File: src/rtl/dram_resp_pkg.sv
// Shared types for the DRAM transaction responder: service FSM states and
// the default address width of a queued request.
package dram_resp_pkg;

    typedef enum logic [1:0] {
        IDLE = 2'd0,
        WAIT = 2'd1,
        COMP = 2'd2
    } state_e;

    localparam int DEFAULT_ADDR_W = 64;

endpackage

File: src/rtl/tx_req_fifo.sv
// In-order request queue: DEPTH entries with wrap-around pointers and an
// occupancy count. A push while full and a pop while empty are ignored.
module tx_req_fifo #(
    parameter int DEPTH = 4,
    parameter int WIDTH = 65
) (
    input  logic                     clk,
    input  logic                     reset,
    input  logic                     push,
    input  logic                     pop,
    input  logic [WIDTH-1:0]         din,
    output logic [WIDTH-1:0]         head,
    output logic [WIDTH-1:0]         head_next,
    output logic [$clog2(DEPTH):0]   count,
    output logic                     full,
    output logic                     empty
);
    localparam int PTR_W = $clog2(DEPTH);
    localparam int CNT_W = PTR_W + 1;

    logic [WIDTH-1:0] mem [DEPTH];
    logic [PTR_W-1:0] rd_ptr;
    logic [PTR_W-1:0] wr_ptr;
    logic [PTR_W-1:0] rd_ptr_next;
    logic             push_ok;
    logic             pop_ok;

    assign full        = (count == CNT_W'(DEPTH));
    assign empty       = (count == '0);
    assign push_ok     = push && !full;
    assign pop_ok      = pop && !empty;
    assign rd_ptr_next = rd_ptr + PTR_W'(1);
    assign head        = mem[rd_ptr];
    // Entry behind the head, needed when completions run back to back.
    assign head_next   = mem[rd_ptr_next];

    always_ff @(posedge clk) begin
        if (reset) begin
            rd_ptr <= '0;
            wr_ptr <= '0;
            count  <= '0;
        end else begin
            if (push_ok) wr_ptr <= wr_ptr + PTR_W'(1);
            if (pop_ok)  rd_ptr <= rd_ptr_next;
            case ({push_ok, pop_ok})
                2'b10:   count <= count + CNT_W'(1);
                2'b01:   count <= count - CNT_W'(1);
                default: count <= count;
            endcase
        end
    end

    always_ff @(posedge clk) begin
        if (push_ok) mem[wr_ptr] <= din;
    end

endmodule

File: src/rtl/dram_tx_responder.sv
// Memory-side responder: queues tx_enq requests in order and returns one
// tx_comp pulse per request after a fixed access latency.
module dram_tx_responder
    import dram_resp_pkg::*;
#(
    parameter int DEPTH   = 4,
    parameter int LATENCY = 8,
    parameter int ADDR_W  = DEFAULT_ADDR_W
) (
    input  logic              clk,
    input  logic              reset,
    input  logic              tx_enq,
    input  logic              is_wr,
    input  logic [ADDR_W-1:0] addr,
    output logic              tx_comp,
    output logic              is_wr_out,
    output logic [ADDR_W-1:0] addr_out,
    output logic              full,
    output logic              busy,
    output logic              overflow
);
    typedef struct packed {
        logic              is_wr;
        logic [ADDR_W-1:0] addr;
    } req_t;

    localparam int                REQ_W     = $bits(req_t);
    localparam int                CNT_W     = $clog2(LATENCY);
    localparam int                QCNT_W    = $clog2(DEPTH) + 1;
    localparam logic [CNT_W-1:0]  CNT_LOAD  = CNT_W'(LATENCY - 2);
    // With LATENCY of 2 there is no room for a WAIT cycle between completions.
    localparam bit                SKIP_WAIT = (LATENCY == 2);

    state_e            state;
    logic [CNT_W-1:0]  cnt;
    req_t              push_req;
    req_t              head_req;
    req_t              head_next_req;
    logic [REQ_W-1:0]  head_bits;
    logic [REQ_W-1:0]  head_next_bits;
    logic [QCNT_W-1:0] count;
    logic              empty;

    assign push_req      = '{is_wr: is_wr, addr: addr};
    assign head_req      = req_t'(head_bits);
    assign head_next_req = req_t'(head_next_bits);

    tx_req_fifo #(
        .DEPTH (DEPTH),
        .WIDTH (REQ_W)
    ) u_fifo (
        .clk       (clk),
        .reset     (reset),
        .push      (tx_enq),
        .pop       (tx_comp),
        .din       (push_req),
        .head      (head_bits),
        .head_next (head_next_bits),
        .count     (count),
        .full      (full),
        .empty     (empty)
    );

    assign tx_comp = (state == COMP);
    assign busy    = !empty || (state != IDLE);

    // Stay-busy decisions use the registered count, so a same-cycle push
    // only takes effect from the following cycle.
    always_ff @(posedge clk) begin
        if (reset) begin
            state     <= IDLE;
            cnt       <= '0;
            is_wr_out <= 1'b0;
            addr_out  <= '0;
            overflow  <= 1'b0;
        end else begin
            if (tx_enq && full) overflow <= 1'b1;
            case (state)
                IDLE: begin
                    if (!empty) begin
                        if (SKIP_WAIT) begin
                            state     <= COMP;
                            is_wr_out <= head_req.is_wr;
                            addr_out  <= head_req.addr;
                        end else begin
                            state <= WAIT;
                            cnt   <= CNT_LOAD;
                        end
                    end
                end
                WAIT: begin
                    cnt <= cnt - CNT_W'(1);
                    if (cnt == CNT_W'(1)) begin
                        state     <= COMP;
                        is_wr_out <= head_req.is_wr;
                        addr_out  <= head_req.addr;
                    end
                end
                COMP: begin
                    if (count > QCNT_W'(1)) begin
                        if (SKIP_WAIT) begin
                            state     <= COMP;
                            is_wr_out <= head_next_req.is_wr;
                            addr_out  <= head_next_req.addr;
                        end else begin
                            state <= WAIT;
                            cnt   <= CNT_LOAD;
                        end
                    end else begin
                        state <= IDLE;
                    end
                end
                default: state <= IDLE;
            endcase
        end
    end

endmodule

File: config.mk
export PLATFORM = sky130hd
export DESIGN_NAME = dram_tx_responder
export DESIGN_NICKNAME = d
export VERILOG_FILES = /design/src/rtl/dram_resp_pkg.sv /design/src/rtl/tx_req_fifo.sv /design/src/rtl/dram_tx_responder.sv
export SDC_FILE = /design/constraint.sdc
export NUM_CORES = 1
export LEC_CHECK = 0
export BUFFER_PORTS_ARGS = -buffer_cell sky130_fd_sc_hd__buf_4
export CAP_MARGIN = 20
export CORE_ASPECT_RATIO = 1.1
export CORE_MARGIN = 3
export CORE_UTILIZATION = 55
export DETAILED_ROUTE_END_ITERATION = 8
export PLACE_DENSITY = 0.76
export SLEW_MARGIN = 20
export SYNTH_ARGS = -nofsm -noshare
export SYNTH_HDL_FRONTEND = slang
export SYNTH_SLANG_ARGS = --single-unit
File: constraint.sdc
create_clock -name clk -period 3.9 [get_ports clk]
set_input_delay 0.585 -clock clk [delete_from_list [all_inputs] [get_ports clk]]
set_output_delay 0.585 -clock clk [all_outputs]
set_load 0.05 [all_outputs]
==> key figures, run 1 <==
Cells and area
  • Area occupied by multi-input gates: 2519 um^2
  • Final #Nets: 796
  • Area Growth Syn to Fin: 19.90%
  • Register area: 9376 um^2
  • ANT cells: 0
  • Fill cells: 1,371
  • Share of cells above drive strength 1: 0.3594
  • Final Util: 0.6765

Floorplan
  • Die W: 147.4 um
  • Initial Util: 0.5643
  • Chip height: 161.6 um
  • IO Pins: 137
  • Die area: 23,810 um^2
  • Core Rows: 56
  • Core area: 21,440 um^2

STA
  • Final worst slack: 1339 ps
  • Peak Freq: 390.5 MHz
  • Setup TNS: 0 ps
  • Setup violators final: 0
  • Slew margin rel.: 0.3258
  • Post-route clock period utilization: 0.6566
  • Fin. Hold Viols: 0
  • Fin crit period: 2561 ps
  • Max-slew violation count: 0
  • RSZ-0062 raised after global routing: false
  • Clock Skew: 16.61 ps
  • Worst Max-Slew Pin Slew: 1011 ps

Yosys
  • Synth Register Bits: 338
  • Synth Instances: 570
  • Ys Warns: 0
  • Synthesized area per cell: 21.22 um^2
  • Mapped Nets: 649
  • Number of enable flip-flop cells after synthesis: 260
  • Sequential element share of the synthesized area: 0.7744
  • Mapped cell area: 12,100 um^2
  • Synth Flop Type: edfxtp_1
  • Synth async-reset ratio: 0
  • Distinct cell type count after synthesis: 37

Critical path
  • Crit Path Category: flop to flop
  • Critical path startpoint category: flop
  • Critical R2R Capture: u_fifo.mem[0][18]
  • Crit-path max FO: 65
  • Critical Path RT: 4020 ps
  • Crit-path cells: inv_1 -> ha_1 -> a21boi_1 -> and2_4
  • Crit end category: flop
  • Reg2Reg Depth: 4
  • Max stage delay cell, worst path: and2_4
  • Critical R2R Launch: u_fifo.count[0]
  • R2R setup slack: 1340 ps
  • Arrival time worst endpoint: 2680 ps
  • Delay of the slowest critical-path stage: 880 ps

Place
  • IO Port Bufs: 136
  • Placer Congestion: 0.7726
  • Pre-CTS setup slack: 1326 ps
  • Final HPWL DP: 12,940 um

CTS
  • Post-CTS sizing: 0
  • Reg clk slew, reported paths: 70 ps
  • # H-tree levels: 2
  • CTS tree: built
  • CTS buffer count: 34
  • Clock tree buffer depth: 3
  • Post CTS Setup Buffer Count: 0
  • Clock tree sinks: 338
  • Clock Latency Late Sink: 500 ps
  • Root buffer cell: clkbuf_16
  • Hold_buf cts: 0

Hold path
  • WHS Path Cells: 1
  • HP Start: addr[38]
  • Hold WC Path Type: input pin to flop
  • Hold endpoint: u_fifo.mem[2][38]

Detailed routing
  • WL/cell: 21.28 um
  • Number of detailed-route iterations in the first pass: 4
  • Drt drc: 0
  • DRT iter0 DRCs: 418
  • Routed vias: 5,836
  • Routed WL: 21,980 um
  • Vias per cell: 5.650
  • Final antenna-violating net count: 0

Global routing
  • Global-route wire length before repair: 34,380 um
  • Total grt overflow: 0
  • Tot GR Track Use: 0.1869
  • Vias in the first global route: 6,275
  • Initial antenna violation count: 0
  • Pin count of the biggest net entering global routing: 68

Power
  • Pwr dens: 538.0 nW/um^2
  • VDD IR max: 0.3237 mV
  • LEAKAGE: 5.076 nW

Run
  • Max-cap viol count: 0

Status
  • Status: finished clean
Yosys cell counts (all sizes together) (2+ instances only):
library cell / count / area [um^2]
buf: 22 / 170.2
nor2: 7 / 26.28
inv: 11 / 41.29
dfxtp: 78 / 1562
xor2: 2 / 17.52
nand2: 2 / 7.510
ha: 11 / 137.6
clkbuf: 8 / 30.03
edfxtp: 260 / 7807
o21ai: 2 / 10.01
a21oi: 6 / 30.03
mux4: 65 / 1464
nor2b: 3 / 21.27
mux2i: 2 / 20.02
a22o: 65 / 569.3
and2: 5 / 31.28
or3: 2 / 12.51
nor3: 3 / 20.02
nand2b: 3 / 18.77
how the worst max path moves through the flow:
stage | cells after the start | slack [ps] | to | from
2_1_floorplan | 4 | 850 | u_fifo.mem[1][0] | u_fifo.count[0]
3_3_place_gp | 4 | 1430 | u_fifo.mem[3][23] | u_fifo.count[0]
3_5_place_dp | 4 | 1330 | u_fifo.mem[0][22] | u_fifo.count[0]
4_1_cts | 4 | 1300 | u_fifo.mem[0][30] | u_fifo.count[0]
5_1_grt | 4 | 1200 | u_fifo.mem[1][53] | u_fifo.count[0]
6_report | 4 | 1340 | u_fifo.mem[0][18] | u_fifo.count[0]
routing by layer:
| metal | vias to the layer above | share of wire | GRT usage |
|---|---|---|---|
| li1 | 2635 | - | - |
| met1 | 2984 | 0.39 | 0.2363 |
| met2 | 176 | 0.52 | 0.3158 |
| met3 | 41 | 0.055 | 0.04433 |
| met4 | 0 | 0.029 | 0.07500 |
| met5 | - | 0 | 0 |
metrics by stage:
step	power [mW]	area (um^2)	cells	hold slack (ps)
2_1_floorplan	4.457	12100	570	478.7
3_3_place_gp	4.629	13370	971	462.7
3_5_place_dp	4.662	13370	971	466.8
4_1_cts	7.859	14510	1033	257.1
5_1_grt	8.054	14510	1033	253.2
6_report	7.804	14510	1033	279.4
layout make-up:
type / count / share of cell area
clock buffers: 44 / 0.06633
clock inverters: 18 / 0.01190
inverters: 11 / 0.002847
multi-input cells: 191 / 0.1736
flip-flops and latches: 338 / 0.6464
well taps: 290 / 0.02502
repair buffers: 141 / 0.07384
cell usage in the layout (no fill, tap or decap), types with 2 or more instances in the layout:
master / n
a22o_1: 65
o21ai_0: 2
nor2_1: 7
edfxtp_1: 260
xor2_1: 2
clkbuf_1: 6
clkbuf_16: 37
nor3_1: 2
mux4_2: 65
ha_1: 11
nor2b_1: 2
a21oi_1: 6
inv_1: 11
mux2i_1: 2
buf_4: 140
or3_1: 2
dfxtp_4: 2
bufinv_16: 3
and2_4: 4
nand2_1: 2
clkinv_2: 8
clkinv_1: 5
dfxtp_1: 76
nand2b_1: 3
flip-flops by register name (all words and copies together), names as in the netlist:
register / count
is_wr_out: 1
cnt: 3
overflow: 1
state: 2
addr_out: 64
u_fifo.wr_ptr: 2
u_fifo.mem: 260
u_fifo.count: 3
u_fifo.rd_ptr: 2
where the power goes:
group	internal, mW	leakage (nW)	switching (mW)
combinational	0.183	1.50	0.290
clock	1.95	0.559	1.27
sequential	4.05	3.02	0.0536
worst max-delay path, delay by kind of cell, from the launching register on:
family                     cells  cell delay [ps]
DFF                            1              420
AOI/OAI and AO/OA              1              470
and+or+nand+nor                1              880
buffers and inverters          1              100
adders and majority gates      1              230
logic make-up (layout without fill, tap and decap cells):
logic type / after synthesis / after routing / synth area share
compound gates: 82 / 82 / 0.05626
xor+xnor: 3 / 3 / 0.002172
fa+ha+maj: 11 / 11 / 0.01138
buf+inv: 41 / 214 / 0.01996
flops: 338 / 338 / 0.7744
mux: 67 / 67 / 0.1227
simple gates: 28 / 28 / 0.01314
Note: power is estimated with default switching activity, not from simulation.
==> run 2: changes to the inputs <==
- clock period: 3.9 -> 2.57 ns (I/O delays scaled with it)
==> run 2 against run 1 <==
Sequential share of layout area decreased by 0.40 points. Clock power increased by 48%. First-iteration DRC count decreased by 22%. Largest cell class unchanged.
==> key figures, run 2 (synthesized netlist as in run 1, its figures left out) <==
Global routing
  • Tot GR Track Use: 0.1991 (+0.01222)
  • Global-route wire length before repair: 36,730 um (+6.8%)
  • Vias in the first global route: 6,640 (+5.8%)
  • Pin count of the biggest net entering global routing: 68 (unchanged)
  • Total grt overflow: 0 (unchanged)
  • Initial antenna violation count: 0 (unchanged)

Power
  • P_sw: 2.452 mW (+52%)
  • LEAKAGE: 5.125 nW (+0.95%)
  • Total Power: 11.74 mW (+50%)
  • Clk network pwr share: 0.406 (-0.007)
  • Sw frac: 0.2089 (+0.001615)
  • VDD IR max: 0.6327 mV (+95%)
  • Pwr dens: 804.3 nW/um^2 (+49%)
  • Sequential Power Share: 0.531 (+0.005)
  • Logic gate share of total power: 0.064 (+0.003)
  • P_int: 9.287 mW (+50%)

Place
  • Placer Congestion: 0.7527 (-2.6%)
  • IO Port Bufs: 136 (unchanged)
  • Dpl cells: 981 (+1.0%)
  • Final HPWL DP: 13,240 um (+2.3%)

Critical path
  • Crit-path max FO: 7 (-89%)
  • Max stage delay cell, worst path: nor2b_1
  • Crit end category: output port
  • Critical R2R Capture: u_fifo.count[2]
  • Crit-path cells: inv_1 -> ha_1 -> nor2b_1 -> nand3b_1 -> buf_4
  • Crit Path Category: flop to output port
  • Critical path startpoint category: flop
  • Critical Path RT: 2180 ps (-1840 ps)
  • Reg2Reg Depth: 7 (+3)
  • R2R setup slack: 460 ps (-880 ps)
  • Arrival time worst endpoint: 1960 ps (-720 ps)
  • Critical R2R Launch: u_fifo.count[0]
  • Delay of the slowest critical-path stage: 380 ps (-500 ps)

Detailed routing
  • DRT iter0 DRCs: 326 (-22%)
  • Final antenna-violating net count: 0 (unchanged)
  • Drt drc: 0 (unchanged)
  • Routed vias: 6,027 (+3.3%)
  • WL/cell: 22.25 um (+4.5%)
  • Number of detailed-route iterations in the first pass: 4 (unchanged)
  • Vias per cell: 5.784 (+2.4%)
  • Routed WL: 23,180 um (+5.4%)

Cells and area
  • Max FFs per register: 260 (unchanged)
  • Final #Nets: 806 (+1.3%)
  • Commonest non-fill, non-tap cell in the layout: edfxtp_1
  • ANT cells: 0 (unchanged)
  • Top Registers: u_fifo.mem (260), addr_out (64)
  • Fill cells: 1,440 (+5.0%)
  • Final Util: 0.6808 (+0.004260)
  • Most frequent cells in the layout: 260 x edfxtp_1, 145 x buf_4, 76 x dfxtp_1, 65 x mux4_2, 65 x a22o_1
  • Share of cells above drive strength 1: 0.3670 (+0.007667)
  • Post-route insts no fill: 1,042 (+0.87%)
  • Area Growth Syn to Fin: 20.65%
  • Top reg by flops: u_fifo.mem

Hold path
  • Hold endpoint: u_fifo.mem[0][58]
  • Hold WC Path Type: input pin to flop
  • HP Start: addr[58]
  • WHS Path Cells: 1 (unchanged)

STA
  • Fin crit period: 2350 ps
  • RSZ-0062 raised after global routing: false
  • Worst Max-Slew Pin Slew: 1046 ps (+34.51 ps)
  • Clock Skew: 10.60 ps (-6.005 ps)
  • Slew margin rel.: 0.3028 (-0.02300)
  • Setup TNS: 0 ps (unchanged)
  • Peak Freq: 425.5 MHz
  • Post-route clock period utilization: 0.9145
  • Fin. Hold Viols: 0 (unchanged)
  • Setup violators final: 0 (unchanged)
  • Max-slew violation count: 0 (unchanged)

CTS
  • Root buffer cell: clkbuf_16
  • Clock tree sinks: 338 (unchanged)
  • Post-CTS sizing: 0 (unchanged)
  • CTS buffer count: 34 (unchanged)
  • CTS tree: built
  • Clock tree buffer depth: 3 (unchanged)
  • Clock Latency Late Sink: 500 ps (about the same)
  • # H-tree levels: 2 (unchanged)
  • Reg clk slew, reported paths: 60 ps (about the same)
  • Post CTS Setup Buffer Count: 0 (unchanged)
  • Hold_buf cts: 0 (unchanged)

Floorplan
  • Die W: 147.4 um (unchanged)
  • Chip height: 161.6 um (unchanged)
  • IO Pins: 137 (unchanged)
  • Die area: 23,810 um^2 (unchanged)
  • Initial Util: 0.5643 (unchanged)
  • Core area: 21,440 um^2 (unchanged)
  • Core Rows: 56 (unchanged)

Run
  • Max-cap viol count: 0 (unchanged)

Status
  • Status: finished clean
## run 2: how the worst max path moves through the flow
stage          slack, ps               end  cells after the start       startpoint
2_1_floorplan        210  u_fifo.mem[0][0]                      4  u_fifo.count[0]
3_3_place_gp         620   u_fifo.count[2]                      8  u_fifo.count[0]
3_5_place_dp         470   u_fifo.count[2]                      7  u_fifo.count[0]
4_1_cts              220              busy                      5  u_fifo.count[0]
5_1_grt              110              busy                      5  u_fifo.count[1]
6_report             220              busy                      5  u_fifo.count[0]
## run 2: worst max-delay path, delay by kind of cell (launching register included)
kind / cells / cell delay [ps]
AND/OR/NAND/NOR: 2 / 570
adder cells (fa/ha/maj): 1 / 200
flip-flops: 1 / 360
buffers and inverters: 2 / 340
## run 2: cell type report
class / count / area, um^2 / area share
Tap cell: 290 / 362.8 / 0.02486
Clock buffer: 42 / 912.1 / 0.06249
Clock inverter: 19 / 176.4 / 0.01209
Timing Repair Buffer: 151 / 1209 / 0.08280
Sequential cell: 338 / 9376 / 0.6424
Inverter: 11 / 41.29 / 0.002829
Multi-Input combinational cell: 191 / 2519 / 0.1726
## run 2: through the flow
step,area [um^2],worst slack [ps],hold slack (ps)
finish,14600,219.6,85.48
global route,14600,106.2,59.37
CTS,14600,222.0,61.95
detailed placement,13510,474.5,461.6
global placement,13510,620.8,459.7
floorplan,12100,211.9,464.0
## run 2: per-layer routing
layer  GRT usage  up-vias  part of all wire
met5           0        -                 0
met2      0.3399      146              0.52
met3     0.04630       46             0.050
met4     0.06483        0             0.027
li1            -     2660                 -
met1      0.2565     3175              0.41
## run 2: power groups by stage
| stage | Sequential, mW | Clock, mW | Combinational (mW) |
|---|---|---|---|
| after detailed placement | 6.35 | 0 | 0.758 |
| after floorplan | 6.41 | 0 | 0.350 |
| after CTS | 6.23 | 4.86 | 0.761 |
| final | 6.23 | 4.76 | 0.747 |
| after global routing | 6.25 | 5.10 | 0.809 |
| after global placement | 6.32 | 0 | 0.723 |
